File: src/rtl/spi_master_ctrl.sv
// SPI mode-0 master: sends {we,5'b0,addr} then wdata/0x00 under one SS frame, returns read byte.
// Optional build macro SPI_MASTER_MISO_SYNC_EN adds a 2-flop MISO synchroniser.
module spi_master_ctrl #(
   parameter int SCLK_HALF = 4
) (
   input  logic       clk,
   input  logic       rst,
   input  logic       start,
   input  logic       we,
   input  logic [1:0] addr,
   input  logic [7:0] wdata,
   output logic [7:0] rdata,
   output logic       busy,
   output logic       done,
   output logic       SCLK,
   output logic       MOSI,
   input  logic       MISO,
   output logic       SS
);

   localparam int CW = (SCLK_HALF > 1) ? $clog2(SCLK_HALF) : 1;
   localparam logic [CW-1:0] LAST_CNT = CW'(SCLK_HALF - 1);

   typedef enum logic [2:0] {
      S_IDLE,
      S_LEAD,
      S_HIGH,
      S_LOW,
      S_TRAIL
   } state_t;

   state_t        r_state;
   state_t        w_state_nxt;
   logic [CW-1:0] r_cnt;
   logic [3:0]    r_bit;
   logic [15:0]   r_tx;
   logic [7:0]    r_rx;
   logic          r_we;
   logic          r_sclk;
   logic          r_mosi;
   logic          r_ss;
   logic          r_busy;
   logic          r_done;
   logic [7:0]    r_rdata;
   logic          w_miso;
   logic          w_phase_end;
   logic          w_accept;
   logic          w_capture;
   logic          w_shift;

`ifdef SPI_MASTER_MISO_SYNC_EN
   localparam logic [CW-1:0] CAP_CNT = CW'(2);
   logic r_miso_s1;
   logic r_miso_s2;

   always_ff @(posedge clk or negedge rst) begin
      if (!rst) begin
         r_miso_s1 <= 1'b0;
         r_miso_s2 <= 1'b0;
      end else begin
         r_miso_s1 <= MISO;
         r_miso_s2 <= r_miso_s1;
      end
   end

   assign w_miso = r_miso_s2;
`else
   localparam logic [CW-1:0] CAP_CNT = '0;
   assign w_miso = MISO;
`endif

   // Outputs lag the state by one register stage, so a new request is also
   // blocked while the previous frame's busy/done are still visible.
   assign w_phase_end = (r_cnt == LAST_CNT);
   assign w_accept    = (r_state == S_IDLE) && start && !r_busy && !r_done;
   assign w_capture   = (r_state == S_HIGH) && (r_cnt == CAP_CNT);
   assign w_shift     = (r_state == S_HIGH) && w_phase_end && (r_bit != 4'd15);

   always_ff @(posedge clk or negedge rst) begin
      if (!rst) r_state <= S_IDLE;
      else      r_state <= w_state_nxt;
   end

   // NOTE: default assigned first so every path drives w_state_nxt (no latch).
   always_comb begin
      w_state_nxt = r_state;
      case (r_state)
         S_IDLE:  if (w_accept)    w_state_nxt = S_LEAD;
         S_LEAD:  if (w_phase_end) w_state_nxt = S_HIGH;
         S_HIGH:  if (w_phase_end) w_state_nxt = (r_bit == 4'd15) ? S_TRAIL : S_LOW;
         S_LOW:   if (w_phase_end) w_state_nxt = S_HIGH;
         S_TRAIL: if (w_phase_end) w_state_nxt = S_IDLE;
         default: w_state_nxt = S_IDLE;
      endcase
   end

   always_ff @(posedge clk or negedge rst) begin
      if (!rst) begin
         r_cnt   <= '0;
         r_bit   <= 4'd0;
         r_tx    <= 16'h0000;
         r_rx    <= 8'h00;
         r_we    <= 1'b0;
         r_sclk  <= 1'b0;
         r_mosi  <= 1'b0;
         r_ss    <= 1'b1;
         r_busy  <= 1'b0;
         r_done  <= 1'b0;
         r_rdata <= 8'h00;
      end else begin
         r_cnt <= ((r_state == S_IDLE) || w_phase_end) ? '0 : r_cnt + CW'(1);

         if (w_accept) begin
            r_tx  <= {we, 5'b00000, addr, (we ? wdata : 8'h00)};
            r_we  <= we;
            r_bit <= 4'd0;
         end else if (w_shift) begin
            r_tx  <= {r_tx[14:0], 1'b0};
            r_bit <= r_bit + 4'd1;
         end

         if (w_capture) r_rx <= {r_rx[6:0], w_miso};

         r_ss   <= (r_state == S_IDLE);
         r_busy <= (r_state != S_IDLE);
         r_sclk <= (r_state == S_HIGH);
         r_mosi <= (r_state != S_IDLE) && r_tx[15];
         // First IDLE cycle while busy is still high marks the end of a frame.
         r_done <= (r_state == S_IDLE) && r_busy;
         if ((r_state == S_IDLE) && r_busy && !r_we) r_rdata <= r_rx;
      end
   end

   assign rdata = r_rdata;
   assign busy  = r_busy;
   assign done  = r_done;
   assign SCLK  = r_sclk;
   assign MOSI  = r_mosi;
   assign SS    = r_ss;

endmodule

File: config.mk
export PLATFORM = sky130hd
export DESIGN_NAME = spi_master_ctrl
export DESIGN_NICKNAME = d
export VERILOG_FILES = /design/src/rtl/spi_master_ctrl.sv
export SDC_FILE = /design/constraint.sdc
export NUM_CORES = 1
export LEC_CHECK = 0
export CAP_MARGIN = 25
export CORE_MARGIN = 2
export CORE_UTILIZATION = 37
export CTS_BUF_LIST = sky130_fd_sc_hd__clkbuf_8
export DETAILED_ROUTE_END_ITERATION = 16
export SLEW_MARGIN = 20
export SYNTH_ARGS = -nofsm -noshare
export SYNTH_HDL_FRONTEND = slang
export SYNTH_SLANG_ARGS = --single-unit
export TNS_END_PERCENT = 1
File: constraint.sdc
create_clock -name clk -period 1.65 [get_ports clk]
set_input_delay 0.165 -clock clk [delete_from_list [all_inputs] [get_ports clk]]
set_output_delay 0.165 -clock clk [all_outputs]
set_load 0.03 [all_outputs]
==> results of run 1 <==
[worst max-delay path: stages (launching register included)]
cell and delay [ns]:
dfrtp_1 0.35, buf_4 0.13, clkdlybuf4s50_1 0.66
[path summary, 6_finish.rpt]
kind                                 startpoint                    to  slack [ns]  cells after the start
max reg2reg                r_bit[0]$_DFFE_PN0P_  r_bit[3]$_DFFE_PN0P_        0.10                      4
min                                         rst   r_rx[5]$_DFFE_PN0P_        0.33                      2
min in group clk                           MISO   r_rx[0]$_DFFE_PN0P_        0.47                      2
max                              done$_DFF_PN0_                  done        0.05                      2
min reg2reg                  r_cnt[0]$_DFF_PN0_    r_cnt[0]$_DFF_PN0_        0.47                      1
max in group asynchronous                   rst          SS$_DFF_PN1_        0.75                      3
[synthesized netlist by cell type]
library cell	instances
o21a_1	1
nand2b_1	1
a22oi_1	1
mux2_2	1
nand4_1	1
ha_1	3
a31oi_1	9
nand4bb_4	1
or4b_4	1
o32ai_1	1
nor3b_1	1
mux2_1	16
o31ai_1	2
and4bb_1	1
nor3_1	2
dfrtp_1	46
clkbuf_1	4
dfstp_2	1
a32oi_1	1
nand3_1	16
nor3_4	1
o21ai_0	12
nor2_2	1
buf_4	1
o21ai_1	5
or3_1	1
nor4b_4	1
or4_1	1
nand3b_4	1
a32o_1	3
and2_1	3
inv_1	5
and3_1	3
a21o_1	1
nor2b_1	1
buf_6	3
a211oi_2	7
nor2_1	5
buf_2	6
a2bb2oi_1	1
a21oi_1	7
nand2_1	2
or2_2	1
[power groups by stage]
stage / sequential (uW) / clock [uW] / combinational (uW)
floorplan: 2060 / 0 / 993
global placement: 1940 / 0 / 1680
detailed placement: 1940 / 0 / 1710
CTS: 1930 / 836 / 1710
global route: 1980 / 904 / 1850
finish: 1920 / 813 / 1680
[per-layer routing]
| metal | vias to the layer above | track usage [%] | wire length, um |
|---|---|---|---|
| li1 | 749 | - | - |
| met1 | 773 | 20.3 | 2090 |
| met2 | 34 | 22.8 | 2050 |
| met3 | 5 | 3.78 | 186 |
| met4 | 0 | 4.24 | 47 |
| met5 | - | 0 | 0 |
[state kept, by name, summed over array words and instances, names as in the netlist]
register  count
MOSI          1
SCLK          1
SS            1
busy          1
done          1
r_bit         4
r_cnt         2
r_rx          8
r_state       3
r_tx         16
r_we          1
rdata         8
[cell families after synthesis]
logic type | count (synthesis) | synth area share [%]
compound gates | 51 | 16.3
simple gates | 45 | 14.6
flops | 47 | 53.8
fa+ha+maj | 3 | 1.71
mux | 17 | 8.74
buf+inv | 19 | 4.80
[cell type report]
class / instances / area share (%)
sequential: 47 / 42.8
multi-input combinational: 116 / 33.0
timing repair buffer: 46 / 16.3
tap: 75 / 3.41
clock buffer: 5 / 2.50
clock inverter: 3 / 1.36
inverter: 5 / 0.682
[stage by stage]
stage | total power (uW) | TNS [ns] | hold slack [ns] | utilization (%) | std cells
2_1_floorplan | 3050 | 0 | -0.131 | - | 182
3_3_place_gp | 3620 | -0.342 | 0.128 | 45.3 | 288
3_5_place_dp | 3650 | -0.174 | 0.129 | 45.3 | 288
4_1_cts | 4470 | 0 | 0.338 | 47.3 | 297
5_1_grt | 4740 | 0 | 0.350 | 47.3 | 297
6_report | 4410 | 0 | 0.331 | 47.3 | 297
[repair_timing]
action	4_1_cts	5_1_grt
endpoints found under the hold margin	17	0
hold buffers	1	0
endpoints found under the setup margin	1	1
buffers inserted	0	0
resized for setup	1	1
==> impl_metrics.json, run 1 <==
{
  "status": "completed",
  "antenna_cells": 0,
  "rsz0062_at_grt": "false",
  "antenna_found_initial": 0,
  "nNetsFinal": 239,
  "core_um2": 5820,
  "cts-root-buf": "clkbuf_8",
  "worstPathRequired_ns": 1.48,
  "placed_area_um2": 2640,
  "slew_viol_final": 0,
  "die_h_um": 80.9,
  "insertion_delay_ns": 0.30,
  "drive_gt1_share_pct": 18.5,
  "die_x_um": 80.9,
  "portBuffers": 27,
  "dr.pass1.iters": 4,
  "grt_pass1_vias": 1516,
  "crit_fanout": 2,
  "hold_violations": 0,
  "comb_power_share_pct": 38.0,
  "grtUsageTotal_pct": 14.7,
  "fill_cells": 549,
  "cts_max_level": 2,
  "grt_max_degree": 31,
  "rows": 28,
  "p_switching_uw": 1540,
  "p_clk_share_pct": 18.4,
  "powerDensity_nw_per_um2": 1600,
  "die-area_um2": 6550,
  "yosysWarnings": 0,
  "internal_power_uw": 2870,
  "syn_area_um2": 2190,
  "syn_inst": 182,
  "synthTopCellsByArea": "dfrtp_1, mux2_1, a211oi_2",
  "yosysTopAreaCellShare_pct": 52.6,
  "dr_total_vias": 1561,
  "area_delta_synth_final_pct": 25.7,
  "arrival_ns": 1.44,
  "seq_area_um2": 1180,
  "startpoint_type": "flip-flop",
  "synth_nets": 200,
  "layout_common_cells": "dfrtp_1, clkdlybuf4s50_1, nand3_1, mux2_1, buf_4",
  "clkTransAtPathRegs_ns": 0.08,
  "design_area_um2": 2750,
  "clock.fmax_mhz": 624,
  "wl_um": 4380,
  "ys_seq_area_share_pct": 53.8,
  "static-leakage-power_uw": 0.00119,
  "io_pins": 28,
  "setup_ws_ns": 0.0467,
  "switching_share_pct": 35.0,
  "maxCapViolCount": 0,
  "hold_class": "input port to async pin",
  "end_kind": "primary output",
  "initial_core_util_pct": 37.7,
  "min_period_over_period_pct": 97.2,
  "finalSetupViolCount": 0,
  "wl_per_cell_um": 14.7,
  "first_iter_violations": 95,
  "multiInputGateArea_um2": 907,
  "layout_commonest_cell": "dfrtp_1",
  "cts_tree": "built",
  "grt_pass1_wl_um": 7360,
  "cts.sinks": 47,
  "synth.distinct_cells": 43,
  "gp_congestion": 0.775,
  "synth_top_area_cell": "dfrtp_1",
  "pre_cts_ws_ns": -0.0581,
  "drc": 0,
  "irDropWorstVdd_mv": 0.723,
  "p_seq_share_pct": 43.6,
  "max-slew-margin-rel_pct": 71.6,
  "ys_ff_latch": 47,
  "avgSynthCellArea_um2": 12.0,
  "numCtsBuffers": 5,
  "period_needed_ns": 1.60,
  "antenna_left": 0,
  "dp_hpwl_um": 3180,
  "finClkSkew_ns": 0.00824,
  "vias_per_cell": 5.26,
  "clockBufferDepth": 2,
  "tightest_slew_ns": 0.426,
  "path_class": "flip-flop to primary output",
  "globalRouteOverflowTotal": 0
}
Power figures use the tool's default switching activity.
==> run 2, diff against run 1 <==
--- a/config.mk
+++ b/config.mk
@@ -6,7 +6,7 @@
 export NUM_CORES = 1
 export LEC_CHECK = 0
 export CAP_MARGIN = 25
-export CORE_MARGIN = 2
+export CORE_MARGIN = 3
 export CORE_UTILIZATION = 37
 export CTS_BUF_LIST = sky130_fd_sc_hd__clkbuf_8
 export DETAILED_ROUTE_END_ITERATION = 16
==> run 2 against run 1 <==
Final cell count down 0.34%. Global-route usage down 0.79 points. Largest cell class unchanged. Critical path type is now flip-flop to flip-flop. Critical path depth rose by 2. Sequential share of layout area decreased by 0.23 points. Worst hold slack better by 0.040 ns. Die area is 5.0% higher. Register-to-register slack about the same.
==> impl_metrics.json, run 2 (synthesis gave the netlist of run 1 again) <==
{
  "startpoint_type": "flip-flop",
  "hold_violations": 0,
  "end_kind": "flip-flop",
  "maxCapViolCount": 0,
  "slowest_stage": "or4_1",
  "use_met1_pct": 20.3,
  "antenna_cells": 0,
  "globalRouteOverflowTotal": 0,
  "wl_um": 4410,
  "clock.fmax_mhz": 641,
  "layout_commonest_cell": "dfrtp_1",
  "internal_power_uw": 2790,
  "cts_tree": "built",
  "setup_ws_ns": 0.0896,
  "arrival_ns": 1.78,
  "irDropWorstVdd_mv": 0.596,
  "clkTransAtPathRegs_ns": 0.09,
  "wl_per_cell_um": 14.9,
  "grt-busiest-layer": "met1",
  "core_um2": 5610,
  "grtUsageTotal_pct": 13.9,
  "post_cts_buffers": 0,
  "max-slew-margin-rel_pct": 76.7,
  "switching_share_pct": 36.0,
  "pre_cts_ws_ns": -0.0596,
  "cts.sinks": 47,
  "grt_pass1_wl_um": 7820,
  "power_uw": 4370,
  "dp_hpwl_um": 3080,
  "die_h_um": 82.9,
  "cts_max_level": 2,
  "top_register": "r_tx",
  "comb_power_share_pct": 39.0,
  "fin_util_pct": 49.4,
  "dr_total_vias": 1539,
  "p_seq_share_pct": 44.3,
  "layout_common_cells": "dfrtp_1, clkdlybuf4s50_1, nand3_1, mux2_1, buf_4",
  "drc": 0,
  "dr.pass1.iters": 4,
  "finalSetupViolCount": 0,
  "grt_util_met3_pct": 3.17,
  "path_class": "flip-flop to flip-flop",
  "fill_cells": 546,
  "tightest_slew_ns": 0.349,
  "grt_max_degree": 48,
  "crit_start": "r_bit[0]$_DFFE_PN0P_",
  "initial_core_util_pct": 39.0,
  "grt.met2_usage_pct": 20.2,
  "drive_gt1_share_pct": 20.1,
  "p_clk_share_pct": 16.7,
  "min_period_over_period_pct": 94.6,
  "crit_fanout": 4,
  "largest_reg_flops": 16,
  "finClkSkew_ns": 0.00706,
  "slowest_delay_ns": 0.49,
  "die-area_um2": 6880,
  "antenna_left": 0,
  "slew_viol_final": 0,
  "grt_pass1_vias": 1547,
  "worstPathRequired_ns": 1.87,
  "cts-root-buf": "clkbuf_8",
  "vias_per_cell": 5.20,
  "io_pins": 28,
  "rsz0062_at_grt": "false",
  "holdWs_ns": 0.371,
  "p_switching_uw": 1570,
  "timing.rr.start": "r_bit[0]$_DFFE_PN0P_",
  "antenna_found_initial": 0,
  "numCtsBuffers": 5,
  "first_iter_violations": 79,
  "gp_congestion": 0.775,
  "die_x_um": 82.9,
  "path_cells": "ha_1 > and3_1 > or4_1 > a21oi_1",
  "status": "completed",
  "area_delta_synth_final_pct": 26.4,
  "clockBufferDepth": 2,
  "portBuffers": 27,
  "powerDensity_nw_per_um2": 1580,
  "hold_class": "input port to async pin",
  "static-leakage-power_uw": 0.00119,
  "insertion_delay_ns": 0.29,
  "rows": 27,
  "period_needed_ns": 1.56,
  "nNetsFinal": 241
}
run 2: routing by layer:
layer | vias up | part of all wire [%]
li1 | 756 | -
met1 | 755 | 51
met2 | 23 | 45
met3 | 5 | 2.4
met4 | 0 | 1.7
met5 | - | 0
run 2: path summary, 6_finish.rpt:
path	depth (start not counted)	end	slack [ns]
max	4	r_bit[3]$_DFFE_PN0P_	0.09
min	3	rdata[0]$_DFFE_PN0P_	0.37
max reg2reg	4	r_bit[3]$_DFFE_PN0P_	0.09
min reg2reg	1	r_cnt[0]$_DFF_PN0_	0.48
max in group asynchronous	3	SS$_DFF_PN1_	1.02
min in group clk	2	r_rx[0]$_DFFE_PN0P_	0.47
run 2: area by class of cell:
cell class	instances	area [um^2]	area share [%]
well taps	72	90.1	3.25
clock inverters	2	16.3	0.588
multi-input cells	116	907	32.8
flip-flops and latches	47	1180	42.5
clock buffers	6	82.6	2.98
repair buffers	48	475	17.2
inverters	5	18.8	0.678
run 2: critical path: cells and delay by family, from the launching register on:
kind / cells / cell delay (ns)
compound gates: 1 / 0.16
fa+ha+maj: 1 / 0.26
flops: 1 / 0.41
simple gates: 2 / 0.66
run 2: metrics by stage:
| stage | instance area (um^2) | instances | setup TNS [ns] |
|---|---|---|---|
| floorplan | 2190 | 182 | 0 |
| global placement | 2660 | 287 | -0.138 |
| detailed placement | 2660 | 287 | -0.399 |
| CTS | 2770 | 296 | 0 |
| global route | 2770 | 296 | 0 |
| finish | 2770 | 296 | 0 |
run 2: power groups by stage:
stage / clock network, uW / logic, uW / registers, uW
after floorplan: 0 / 993 / 2060
after global placement: 0 / 1700 / 1950
after detailed placement: 0 / 1730 / 1950
after CTS: 753 / 1730 / 1930
after global routing: 809 / 1880 / 2000
final: 729 / 1700 / 1930
run 2: repair_timing:
| item | 4_1_cts | 5_1_grt |
|---|---|---|
| hold buffers | 1 | 0 |
| setup endpoints to repair | 2 | 1 |
| gates resized for setup | 2 | 1 |
| hold endpoints to repair | 46 | 0 |
==> run 3, diff against run 2 <==
--- a/config.mk
+++ b/config.mk
@@ -7,9 +7,10 @@
 export LEC_CHECK = 0
 export CAP_MARGIN = 25
 export CORE_MARGIN = 3
-export CORE_UTILIZATION = 37
+export CORE_UTILIZATION = 57
 export CTS_BUF_LIST = sky130_fd_sc_hd__clkbuf_8
 export DETAILED_ROUTE_END_ITERATION = 16
+export PLACE_DENSITY = 0.82
 export SLEW_MARGIN = 20
 export SYNTH_ARGS = -nofsm -noshare
 export SYNTH_HDL_FRONTEND = slang
==> run 3 against run 2 <==
Register-to-register slack worse by 0.03 ns. Clock skew hardly changed. Non-clock buffer count shrank 3. Largest cell class unchanged. Largest power group unchanged.
==> impl_metrics.json, run 3 (synthesis gave the netlist of run 1 again) <==
{
  "wl_per_cell_um": 17.8,
  "portBuffers": 27,
  "drive_gt1_share_pct": 19.0,
  "core_um2": 3520,
  "post_cts_buffers": 0,
  "finClkSkew_ns": 0.00750,
  "tightest_slew_ns": 0.575,
  "dr.pass1.iters": 4,
  "cts_max_level": 2,
  "numCtsBuffers": 5,
  "reg2reg_setup_slack_ns": 0.06,
  "cts.sinks": 47,
  "irDropWorstVdd_mv": 0.861,
  "static-leakage-power_uw": 0.00116,
  "arrival_ns": 1.81,
  "end_kind": "flip-flop",
  "die-area_um2": 4620,
  "antenna_left": 0,
  "status": "completed",
  "largest_reg_flops": 16,
  "clkTransAtPathRegs_ns": 0.09,
  "finalSetupViolCount": 0,
  "setup_ws_ns": 0.0642,
  "path_class": "flip-flop to flip-flop",
  "insertion_delay_ns": 0.30,
  "worstPathRequired_ns": 1.88,
  "first_iter_violations": 99,
  "clockBufferDepth": 2,
  "hold_violations": 0,
  "max-slew-margin-rel_pct": 61.7,
  "vias_per_cell": 6.12,
  "drc": 0,
  "holdWs_ns": 0.470,
  "rsz0062_at_grt": "false",
  "period_needed_ns": 1.59,
  "crit_fanout": 4,
  "design_area_um2": 2700,
  "timing.rr.start": "r_bit[0]$_DFFE_PN0P_",
  "hold_class": "input port to async pin",
  "startpoint_type": "flip-flop",
  "grtUsageTotal_pct": 23.8,
  "gp_congestion": 0.823,
  "maxCapViolCount": 0,
  "grt_pass1_wl_um": 8020,
  "rr_worst_depth": 4,
  "slew_viol_final": 0,
  "grt_pass1_vias": 1687,
  "nNetsFinal": 238,
  "antenna_found_initial": 0,
  "area_delta_synth_final_pct": 23.3,
  "min_period_over_period_pct": 96.1,
  "placed_area_um2": 2580,
  "io_pins": 28,
  "dp_hpwl_um": 3380,
  "clock.fmax_mhz": 631,
  "wl_um": 4750,
  "die_h_um": 68.0,
  "cts-root-buf": "clkbuf_8",
  "top_register": "r_tx",
  "cts_tree": "built",
  "grt_max_degree": 48,
  "pre_cts_ws_ns": -0.115,
  "layout_common_cells": "dfrtp_1, clkdlybuf4s50_1, nand3_1, mux2_1, buf_4",
  "layout_commonest_cell": "dfrtp_1",
  "globalRouteOverflowTotal": 0,
  "powerDensity_nw_per_um2": 1680,
  "antenna_cells": 0,
  "die_x_um": 68.0,
  "dr_total_vias": 1634,
  "worstReg2RegEnd": "r_bit[3]$_DFFE_PN0P_",
  "initial_core_util_pct": 62.2,
  "rows": 21
}
==> run 3: cell types whose count changed in the layout (fill, tap and decap cells not counted) <==
cell / change
dlygate4sd2_1: +1
dlymetal6s2s_1: -1
clkbuf_8: -1
buf_12: -2
bufinv_16: +1
inv_6: +1
buf_4: -1
clkinv_4: -1
==> run 3: through the flow <==
step | setup TNS (ns) | instances | total power (uW) | utilization, %
floorplan | 0 | 182 | 3050 | -
global placement | -0.0113 | 258 | 3550 | 73.2
detailed placement | -0.640 | 258 | 3680 | 73.2
CTS | 0 | 267 | 4550 | 76.7
global route | 0 | 267 | 4820 | 76.7
finish | 0 | 267 | 4530 | 76.7
==> run 3: critical path, cell delays in order, from the launching register on <==
cell and delay (ns):
dfrtp_1 0.42, ha_1 0.26, and3_1 0.17, or4_1 0.51, a21oi_1 0.16
==> run 3: final cells by class <==
| type | count | area [um^2] |
|---|---|---|
| Sequential cell | 47 | 1180 |
| Multi-Input combinational cell | 116 | 907 |
| Fill cell | 213 | 821 |
| Timing Repair Buffer | 45 | 424 |
| Clock buffer | 5 | 68.8 |
| Tap cell | 46 | 57.6 |
| Clock inverter | 3 | 46.3 |
| Inverter | 5 | 18.8 |
==> run 3: layer usage <==
layer,up-vias,track usage (%),routed length (um)
met5,-,0,0
met2,68,41.8,2410
met3,13,5.09,290
met4,0,8.19,131
met1,807,29.0,1910
li1,746,-,-
==> run 3: worst max path at each step <==
stage,start,endpoint,slack (ns),cells after the start
floorplan,busy$_DFF_PN0_,r_tx[7]$_DFFE_PN0P_,0.03,4
global placement,start,r_tx[4]$_DFFE_PN0P_,-0.004,5
detailed placement,start,r_tx[15]$_DFFE_PN0P_,-0.12,5
CTS,r_bit[0]$_DFFE_PN0P_,r_bit[3]$_DFFE_PN0P_,0.08,4
global route,r_cnt[0]$_DFF_PN0_,r_tx[2]$_DFFE_PN0P_,0.02,5
finish,r_bit[0]$_DFFE_PN0P_,r_bit[3]$_DFFE_PN0P_,0.06,4
==> run 3: timing repair <==
item	in CTS	in global routing
gates resized for setup	3	0
endpoints found under the hold margin	46	0
hold buffers	1	0
endpoints found under the setup margin	3	0
==> run 3: power breakdown <==
part	switching [uW]	leakage [uW]	internal [uW]	total [uW]
clock network	408	0.0000548	457	864
logic	907	0.000516	804	1710
registers	330	0.000591	1620	1950
total	1650	0.00116	2880	4530
